`src/rtl/tt_pin_pattern_gen.sv`:
```
// Switchable digital stimulus for an analog tile: drives a pattern bus and its
// output enable from a runtime-selected mode, stepping at a prescaled rate.
//
// state  | meaning
// IDLE   | outputs tied off (0), waiting for ena or a config
// RELOAD | one cycle after a config accept; reseed, outputs held at 0
// RUN    | pattern active, steps every div_r+1 cycles
module tt_pin_pattern_gen #(
  parameter int         WIDTH        = 8,
  parameter int         PRESC_W      = 16,
  parameter logic [2:0] DEFAULT_MODE = 3'd0
) (
  input  logic               clk,
  input  logic               rst,
  input  logic               ena,
  input  logic               cfg_valid,
  output logic               cfg_ready,
  input  logic [2:0]         cfg_mode,
  input  logic [PRESC_W-1:0] cfg_div,
  input  logic [WIDTH-1:0]   cfg_oe,
  input  logic [WIDTH-1:0]   din,
  output logic [WIDTH-1:0]   pat_out,
  output logic [WIDTH-1:0]   pat_oe,
  output logic               tick
);

  localparam logic [2:0] MODE_HIGH   = 3'd1;
  localparam logic [2:0] MODE_COUNT  = 3'd2;
  localparam logic [2:0] MODE_WALK1  = 3'd3;
  localparam logic [2:0] MODE_MIRROR = 3'd4;
  localparam logic [2:0] MODE_TOGGLE = 3'd5;

  typedef enum logic [1:0] {IDLE, RELOAD, RUN} state_t;

  state_t             state, state_nxt;
  logic [2:0]         mode_r;
  logic [PRESC_W-1:0] div_r;
  logic [WIDTH-1:0]   oe_r;
  logic [PRESC_W-1:0] presc;
  logic [WIDTH-1:0]   pattern;
  logic [WIDTH-1:0]   seed_val;
  logic [WIDTH-1:0]   next_val;
  logic               accept;

  function automatic logic [WIDTH-1:0] seed_of(input logic [2:0] m,
                                               input logic [WIDTH-1:0] d);
    logic [WIDTH-1:0] alt;
    alt = '0;
    for (int i = 0; i < WIDTH; i++) alt[i] = ((i % 2) == 0);
    case (m)
      MODE_HIGH:   seed_of = '1;
      MODE_WALK1:  seed_of = WIDTH'(1);
      MODE_MIRROR: seed_of = d;
      MODE_TOGGLE: seed_of = alt;
      default:     seed_of = '0;
    endcase
  endfunction

  // Reserved modes 6/7 fall into the default arm and behave as tie-low.
  function automatic logic [WIDTH-1:0] next_of(input logic [2:0] m,
                                               input logic [WIDTH-1:0] p,
                                               input logic [WIDTH-1:0] d);
    case (m)
      MODE_HIGH:   next_of = '1;
      MODE_COUNT:  next_of = p + WIDTH'(1);
      MODE_WALK1:  next_of = (p << 1) | (p >> (WIDTH - 1));
      MODE_MIRROR: next_of = d;
      MODE_TOGGLE: next_of = ~p;
      default:     next_of = '0;
    endcase
  endfunction

  assign cfg_ready = (state != RELOAD);
  assign accept    = cfg_valid && cfg_ready;

  always_comb begin
    seed_val = seed_of(mode_r, din);
    next_val = next_of(mode_r, pattern, din);
  end

  always_ff @(posedge clk or posedge rst) begin
    if (rst) state <= IDLE;
    else     state <= state_nxt;
  end

  always_comb begin
    state_nxt = state;
    case (state)
      IDLE:    if (accept) state_nxt = RELOAD;
               else if (ena) state_nxt = RUN;
      RELOAD:  state_nxt = ena ? RUN : IDLE;
      RUN:     if (accept) state_nxt = RELOAD;
               else if (!ena) state_nxt = IDLE;
      default: state_nxt = IDLE;
    endcase
  end

  always_ff @(posedge clk or posedge rst) begin
    if (rst) begin
      mode_r  <= DEFAULT_MODE;
      div_r   <= '0;
      oe_r    <= '0;
      presc   <= '0;
      pattern <= '0;
      pat_out <= '0;
      pat_oe  <= '0;
      tick    <= 1'b0;
    end else begin
      tick <= 1'b0;
      if (accept) begin
        mode_r  <= cfg_mode;
        div_r   <= cfg_div;
        oe_r    <= cfg_oe;
        pat_out <= '0;
        pat_oe  <= '0;
      end else begin
        case (state)
          IDLE: begin
            if (ena) begin
              presc   <= '0;
              pattern <= seed_val;
              pat_out <= seed_val;
              pat_oe  <= oe_r;
            end
          end
          RELOAD: begin
            presc   <= '0;
            pattern <= seed_val;
            if (ena) begin
              pat_out <= seed_val;
              pat_oe  <= oe_r;
            end
          end
          RUN: begin
            if (!ena) begin
              pat_out <= '0;
              pat_oe  <= '0;
            end else if (presc == div_r) begin
              presc   <= '0;
              pattern <= next_val;
              pat_out <= next_val;
              tick    <= 1'b1;
            end else begin
              presc <= presc + PRESC_W'(1);
            end
          end
          default: ;
        endcase
      end
    end
  end

endmodule

```
`config.mk`:
```
export PLATFORM = sky130hd
export DESIGN_NAME = tt_pin_pattern_gen
export DESIGN_NICKNAME = d
export VERILOG_FILES = /design/src/rtl/tt_pin_pattern_gen.sv
export SDC_FILE = /design/constraint.sdc
export NUM_CORES = 1
export LEC_CHECK = 0
export CORE_AREA = 2 2 96 98
export CTS_CLUSTER_SIZE = 16
export DETAILED_ROUTE_END_ITERATION = 8
export DIE_AREA = 0 0 98 100
export PLACE_DENSITY = 0.78
export REMOVE_ABC_BUFFERS = 1
export SLEW_MARGIN = 30
export SYNTH_ARGS = -nofsm -noshare
export SYNTH_HDL_FRONTEND = slang
export SYNTH_SLANG_ARGS = --single-unit
```
`constraint.sdc`:
```
create_clock -name clk -period 4.4 [get_ports clk]
set_clock_uncertainty 0.05 [all_clocks]
set_input_delay 0.44 -clock clk [delete_from_list [all_inputs] [get_ports clk]]
set_output_delay 0.44 -clock clk [all_outputs]
set_load 0.05 [all_outputs]
```
# Word-level counts from Yosys, hierarchy flattened
# Cells that the tools add are included.
# totals
inputBits	39
latchBits	0
regBits	70
word_cells	67
out_inout_bits	18
ramBits	0
memories	0
rom_bits	0
# op_classes
multipliers	0
n_shift	0
n_addsub	2
n_reduce_logical	10
mux	27
n_lt_le_gt_ge	0
n_div	0
bitwise_logic	3
eq_ne	16
# ops
op	n
$mux 8	8
$mux 16	3
$pmux 16 s3	1
$pmux 8 s5	1
$pmux 8 s2	2
$pmux 8 s4	1
$pmux 8 s3	1
$add 16x1->16 const B	1
$eq 16x16->1	1
$mux 2	5
$add 8x1->8 const B	1
$not 8->8	1
$or 8x1->8	1
$eq 3x2->1 const B	2
$eq 3x3->1 const B	2
$ne 2x2->1 const B	3
$ne 3x3->1 const B	2
$pmux 2 s3	1
$reduce_and 3->1	2
$reduce_bool 3->1	2
$reduce_and 5->1	1
$mux 1	4
$ne 4x4->1 const B	1
$reduce_and 4->1	1
other kinds (10)	10

# Logic depth before layout (Yosys ltp)
# logic_depth
ltp_word	6
depth_mapped	7

# Worst setup path after synthesis
# No wires, ideal clock.
# synth_timing
path_kind	flip-flop to flip-flop
start	register presc[5]
end	register pattern[7]
synth_period_minus_slack_ns	1.966
setup_time_ns	0.127
arrival_time_ns	1.789
path_slack_ns	2.434
path_stages_with_launch	7
path_buffers	1
cell_sequence	dfrtp_1 xor2_1 nor4_2 nand4_2 a21oi_4 buf_6 mux2_1
# synth_between
elab_chain_len	3
# synth_rtl
element	line_no	text
start, declared	39	logic [PRESC_W-1:0] presc;
start signal, assigned	144	presc <= presc + PRESC_W'(1);
$eq 16x16->1	138	end else if (presc == div_r) begin
$ne 2x2->1 (no line)	n/a	
$reduce_and 5->1 (no line)	n/a	
end signal, assigned	121	pattern <= seed_val;
end signal, assigned	128	pattern <= seed_val;
end signal, assigned	140	pattern <= next_val;
end, declared	40	logic [WIDTH-1:0] pattern;
# Every way passes these cells.
# A chain may end at the register's enable or synchronous reset.

# Worst setup path after layout
# layout_timing
start	register presc[5]
end	register pattern[3]
# Same word-level chain as after synthesis.

==> flow_summary.html <==
<table>
<tr><th>Metric</th><th>Value</th></tr>
<tr><th colspan="2">Clock tree</th></tr>
<tr><td># resized after CTS</td><td>0</td></tr>
<tr><td>Number of buffers created by CTS</td><td>9</td></tr>
<tr><td>Setup bufs post-CTS</td><td>0</td></tr>
<tr><td>TritonCTS clock tree</td><td>built</td></tr>
<tr><td>Total clock sinks</td><td>70</td></tr>
<tr><td>Clock transition time at the flip-flop clock pins of the worst setup and hold paths</td><td>0.07 ns</td></tr>
<tr><td>Number of H-tree levels</td><td>3</td></tr>
<tr><td>Worst skew pair latency</td><td>0.35 ns</td></tr>
<tr><td>CTS Root Cell</td><td>sky130_fd_sc_hd__clkbuf_8</td></tr>
<tr><td>CTS Buffer Depth</td><td>2</td></tr>
<tr><td>Hold bufs inserted after CTS</td><td>0</td></tr>
<tr><th colspan="2">Global route</th></tr>
<tr><td>First-pass GRT wire length</td><td>14.15 mm</td></tr>
<tr><td>Pin count of the biggest net entering global routing</td><td>55</td></tr>
<tr><td>GR met2 Demand/Resource</td><td>30.61%</td></tr>
<tr><td>Residual overflow from global routing</td><td>0</td></tr>
<tr><td>GRT Max-Usage Layer</td><td>met2</td></tr>
<tr><td>Overall track demand over capacity in global routing</td><td>17.90%</td></tr>
<tr><td>Grt met1 use</td><td>22.43%</td></tr>
<tr><td>Via count of the first global-routing pass</td><td>2,980</td></tr>
<tr><td>Met3 usage in global routing</td><td>5.223%</td></tr>
<tr><td>Antenna violations before repair</td><td>0</td></tr>
<tr><th colspan="2">Placed design</th></tr>
<tr><td>Buffers on Ports</td><td>56</td></tr>
<tr><td>Instance count after placement with tap cells included</td><td>509</td></tr>
<tr><td>Half-perimeter wire length after detailed placement</td><td>5.892 mm</td></tr>
<tr><td>Worst slack at placement</td><td>1.610 ns</td></tr>
<tr><td>Routability-driven placement congestion ratio</td><td>0.9337</td></tr>
<tr><th colspan="2">Critical path</th></tr>
<tr><td>Number of buffers and inverters on the critical path</td><td>0</td></tr>
<tr><td>Critical Path Source Type</td><td>register</td></tr>
<tr><td>Cells traversed along the worst timing path</td><td>xor2_1 -&gt; nor4_2 -&gt; nand4_2 -&gt; a21oi_4 -&gt; mux2_2</td></tr>
<tr><td>Critical path data arrival time</td><td>2.76 ns</td></tr>
<tr><td>Slowest CP cell</td><td>sky130_fd_sc_hd__a21oi_4</td></tr>
<tr><td>Kind of cell adding the most delay to the critical path</td><td>simple AND/OR/NAND/NOR gates</td></tr>
<tr><td>Peak fanout along the critical path</td><td>22</td></tr>
<tr><td>Critical Setup Path Class</td><td>reg2reg</td></tr>
<tr><td>Type of destination of the critical path</td><td>register</td></tr>
<tr><td>Peak per-stage delay on the critical path</td><td>0.67 ns</td></tr>
<tr><td>Required time of the critical path</td><td>4.58 ns</td></tr>
<tr><th colspan="2">Synth</th></tr>
<tr><td>Synth unique cells</td><td>56</td></tr>
<tr><td>Number of enable-type register cells in the synthesized netlist</td><td>0</td></tr>
<tr><td>Post-synthesis sequential element count</td><td>70</td></tr>
<tr><td>Async SR Flop Fraction</td><td>100.0%</td></tr>
<tr><td>Cell area after technology mapping</td><td>3811 sq um</td></tr>
<tr><td>Primary FF master, synth</td><td>sky130_fd_sc_hd__dfrtp_1</td></tr>
<tr><td>Number of instances in the synthesized netlist</td><td>359</td></tr>
<tr><td>Portion of synthesized cell area occupied by the leading cell type</td><td>45.96%</td></tr>
<tr><td>Syn avg cell area</td><td>10.62 sq um</td></tr>
<tr><td>Synthesis Warnings</td><td>0</td></tr>
<tr><td>Largest area contributor in the synthesized netlist</td><td>sky130_fd_sc_hd__dfrtp_1</td></tr>
<tr><td>Cell types with the largest area share after synthesis</td><td>sky130_fd_sc_hd__dfrtp_1 (46%), sky130_fd_sc_hd__mux2_2 (8.9%), sky130_fd_sc_hd__xor2_1 (4.6%)</td></tr>
<tr><td>Sequential fraction of the synthesis area</td><td>45.96%</td></tr>
<tr><th colspan="2">Route</th></tr>
<tr><td>Post-route antenna net violation count</td><td>0</td></tr>
<tr><td>Via-per-instance ratio</td><td>5.532</td></tr>
<tr><td>Average wire per standard cell</td><td>15.95 um</td></tr>
<tr><td>Detailed-route wire length</td><td>8.344 mm</td></tr>
<tr><td>DR vias</td><td>2,893</td></tr>
<tr><td>Detailed router's first-iteration violation count</td><td>135</td></tr>
<tr><td>Drt drc</td><td>0</td></tr>
<tr><td>First drt pass iteration count</td><td>4</td></tr>
<tr><th colspan="2">Pwr</th></tr>
<tr><td>Power per cell area</td><td>387.4 nW/um^2</td></tr>
<tr><td>Peak ir drop on the vdd network</td><td>0.2149 mV</td></tr>
<tr><td>Static leakage</td><td>1.927 nW</td></tr>
<tr><td>Total power of the final layout</td><td>1.777 mW</td></tr>
<tr><th colspan="2">Die</th></tr>
<tr><td>Total Die Area</td><td>9800 sq um</td></tr>
<tr><td>IO Count</td><td>57</td></tr>
<tr><td>Cell row count</td><td>35</td></tr>
<tr><td>Overall die width</td><td>98 um</td></tr>
<tr><td>Starting Density</td><td>42.87%</td></tr>
<tr><td>Placeable Area</td><td>8890 sq um</td></tr>
<tr><td>Die H</td><td>100 um</td></tr>
<tr><th colspan="2">STA</th></tr>
<tr><td>Post-Route Hold Slack</td><td>0.4580 ns</td></tr>
<tr><td>Slew headroom</td><td>49.27%</td></tr>
<tr><td>Min setup slack post-route</td><td>1.824 ns</td></tr>
<tr><td>Top achievable clock speed</td><td>388.2 MHz</td></tr>
<tr><td>RSZ-0062 raised after global routing</td><td>no</td></tr>
<tr><td>Period Utilization, post-route</td><td>58.54%</td></tr>
<tr><td>Final min period</td><td>2.576 ns</td></tr>
<tr><td>Final max-slew violation count</td><td>0</td></tr>
<tr><td>Hold violation count in the final report</td><td>0</td></tr>
<tr><td>Setup TNS</td><td>0 ns</td></tr>
<tr><td>Slew at the pin closest to its max-slew limit</td><td>0.7592 ns</td></tr>
<tr><td>Count of final setup violators</td><td>0</td></tr>
<tr><th colspan="2">Min path</th></tr>
<tr><td>Tightest Hold Check Type</td><td>reg2reg</td></tr>
<tr><th colspan="2">Run</th></tr>
<tr><td>Count of max-cap constraint violations</td><td>0</td></tr>
<tr><th colspan="2">Final layout</th></tr>
<tr><td>Leading cell type in the layout, fill and taps excluded</td><td>sky130_fd_sc_hd__dfrtp_1</td></tr>
<tr><td>Fraction of final layout cells with drive strength greater than 1</td><td>16.50%</td></tr>
<tr><td>Leading cell types in the layout, fill and taps excluded</td><td>sky130_fd_sc_hd__dfrtp_1 (70), sky130_fd_sc_hd__clkdlybuf4s50_1 (56), sky130_fd_sc_hd__mux2_2 (30)</td></tr>
<tr><td>Final net count</td><td>450</td></tr>
<tr><td>Syn-to-layout area delta</td><td>20.39%</td></tr>
<tr><td>Number of diodes</td><td>0</td></tr>
<tr><td>Final std cells w/o fill</td><td>523</td></tr>
<tr><th colspan="2">Run status</th></tr>
<tr><td>Result of the run</td><td>completed</td></tr>
</table>
-- Yosys cell counts, types with 2 or more instances --
cell type                   count
sky130_fd_sc_hd__a211oi_1       2
sky130_fd_sc_hd__a21boi_0       7
sky130_fd_sc_hd__a21oi_1       19
sky130_fd_sc_hd__a21oi_4        2
sky130_fd_sc_hd__a32oi_1        2
sky130_fd_sc_hd__and3_1         3
sky130_fd_sc_hd__buf_2          7
sky130_fd_sc_hd__buf_6          3
sky130_fd_sc_hd__clkbuf_1       7
sky130_fd_sc_hd__dfrtp_1       70
sky130_fd_sc_hd__ha_1           2
sky130_fd_sc_hd__inv_1         19
sky130_fd_sc_hd__mux2_2        30
sky130_fd_sc_hd__mux2_4         5
sky130_fd_sc_hd__mux2i_1        9
sky130_fd_sc_hd__nand2_1       17
sky130_fd_sc_hd__nand2b_1       5
sky130_fd_sc_hd__nand3_1       11
sky130_fd_sc_hd__nand4_1        3
sky130_fd_sc_hd__nor2_1        28
sky130_fd_sc_hd__nor2b_1        6
sky130_fd_sc_hd__nor3_1         7
sky130_fd_sc_hd__nor3b_1        4
sky130_fd_sc_hd__nor4_2         4
sky130_fd_sc_hd__o2111ai_1      2
sky130_fd_sc_hd__o211ai_1       3
sky130_fd_sc_hd__o21ai_0       12
sky130_fd_sc_hd__o22ai_1        7
sky130_fd_sc_hd__o31ai_1        4
sky130_fd_sc_hd__or3_1          2
sky130_fd_sc_hd__xnor2_1       13
sky130_fd_sc_hd__xor2_1        20
-- power by group --
part	switching, mW	internal (mW)	total [mW]
clock	0.240	0.211	0.451
combinational	0.255	0.219	0.474
sequential	0.120	0.732	0.852
total	0.615	1.16	1.78
-- metrics by stage --
step	cell area (sq um)	utilization, %
CTS	4586	51.58
floorplan	3711	-
global route	4588	51.61
finish	4588	51.61
detailed placement	4423	49.75
global placement	4418	49.70
-- state kept, by name, summed over array words and instances, names as in the netlist --
signal and flops:
presc 16, pattern 8, mode_r 3, pat_out 8, oe_r 8, state 2, div_r 16, pat_oe 8
tick 1
-- final cells by class --
type	count	area [sq um]
fill	797	4302
tap	111	138.9
sequential	70	1752
clock inverter	4	25.02
inverter	20	77.57
clock buffer	10	137.6
multi-input combinational	251	1889
timing repair buffer	57	568.0
-- final timing paths --
check / from / end / slack, ns / cells after the start
setup / recovery: presc[5] / pattern[3] / 1.82 / 5
hold / removal: oe_r[6] / oe_r[6] / 0.46 / 1
setup reg to reg: presc[5] / pattern[3] / 1.82 / 5
hold reg to reg: oe_r[6] / oe_r[6] / 0.46 / 1
max in group asynchronous: rst / div_r[3] / 3.10 / 3
min in group asynchronous: rst / pat_out[3] / 0.49 / 2
-- per-layer routing --
metal / share of wire (%) / up-vias
li1: - / 1364
met1: 44 / 1434
met2: 49 / 80
met3: 5.6 / 15
met4: 1.4 / 0
met5: 0 / -
-- logic make-up (layout without fill, tap and decap cells) --
logic type	Yosys count	after routing	synth area share, %
buffers and inverters	38	91	4.596
AOI/OAI and AO/OA	70	70	12.74
xor gates and xnor gates	33	33	7.584
muxes	45	45	13.49
DFF	70	70	45.96
adders and majority gates	2	2	0.6565
and+or+nand+nor	101	101	14.97
No activity file was read; power rests on OpenSTA's default activity.
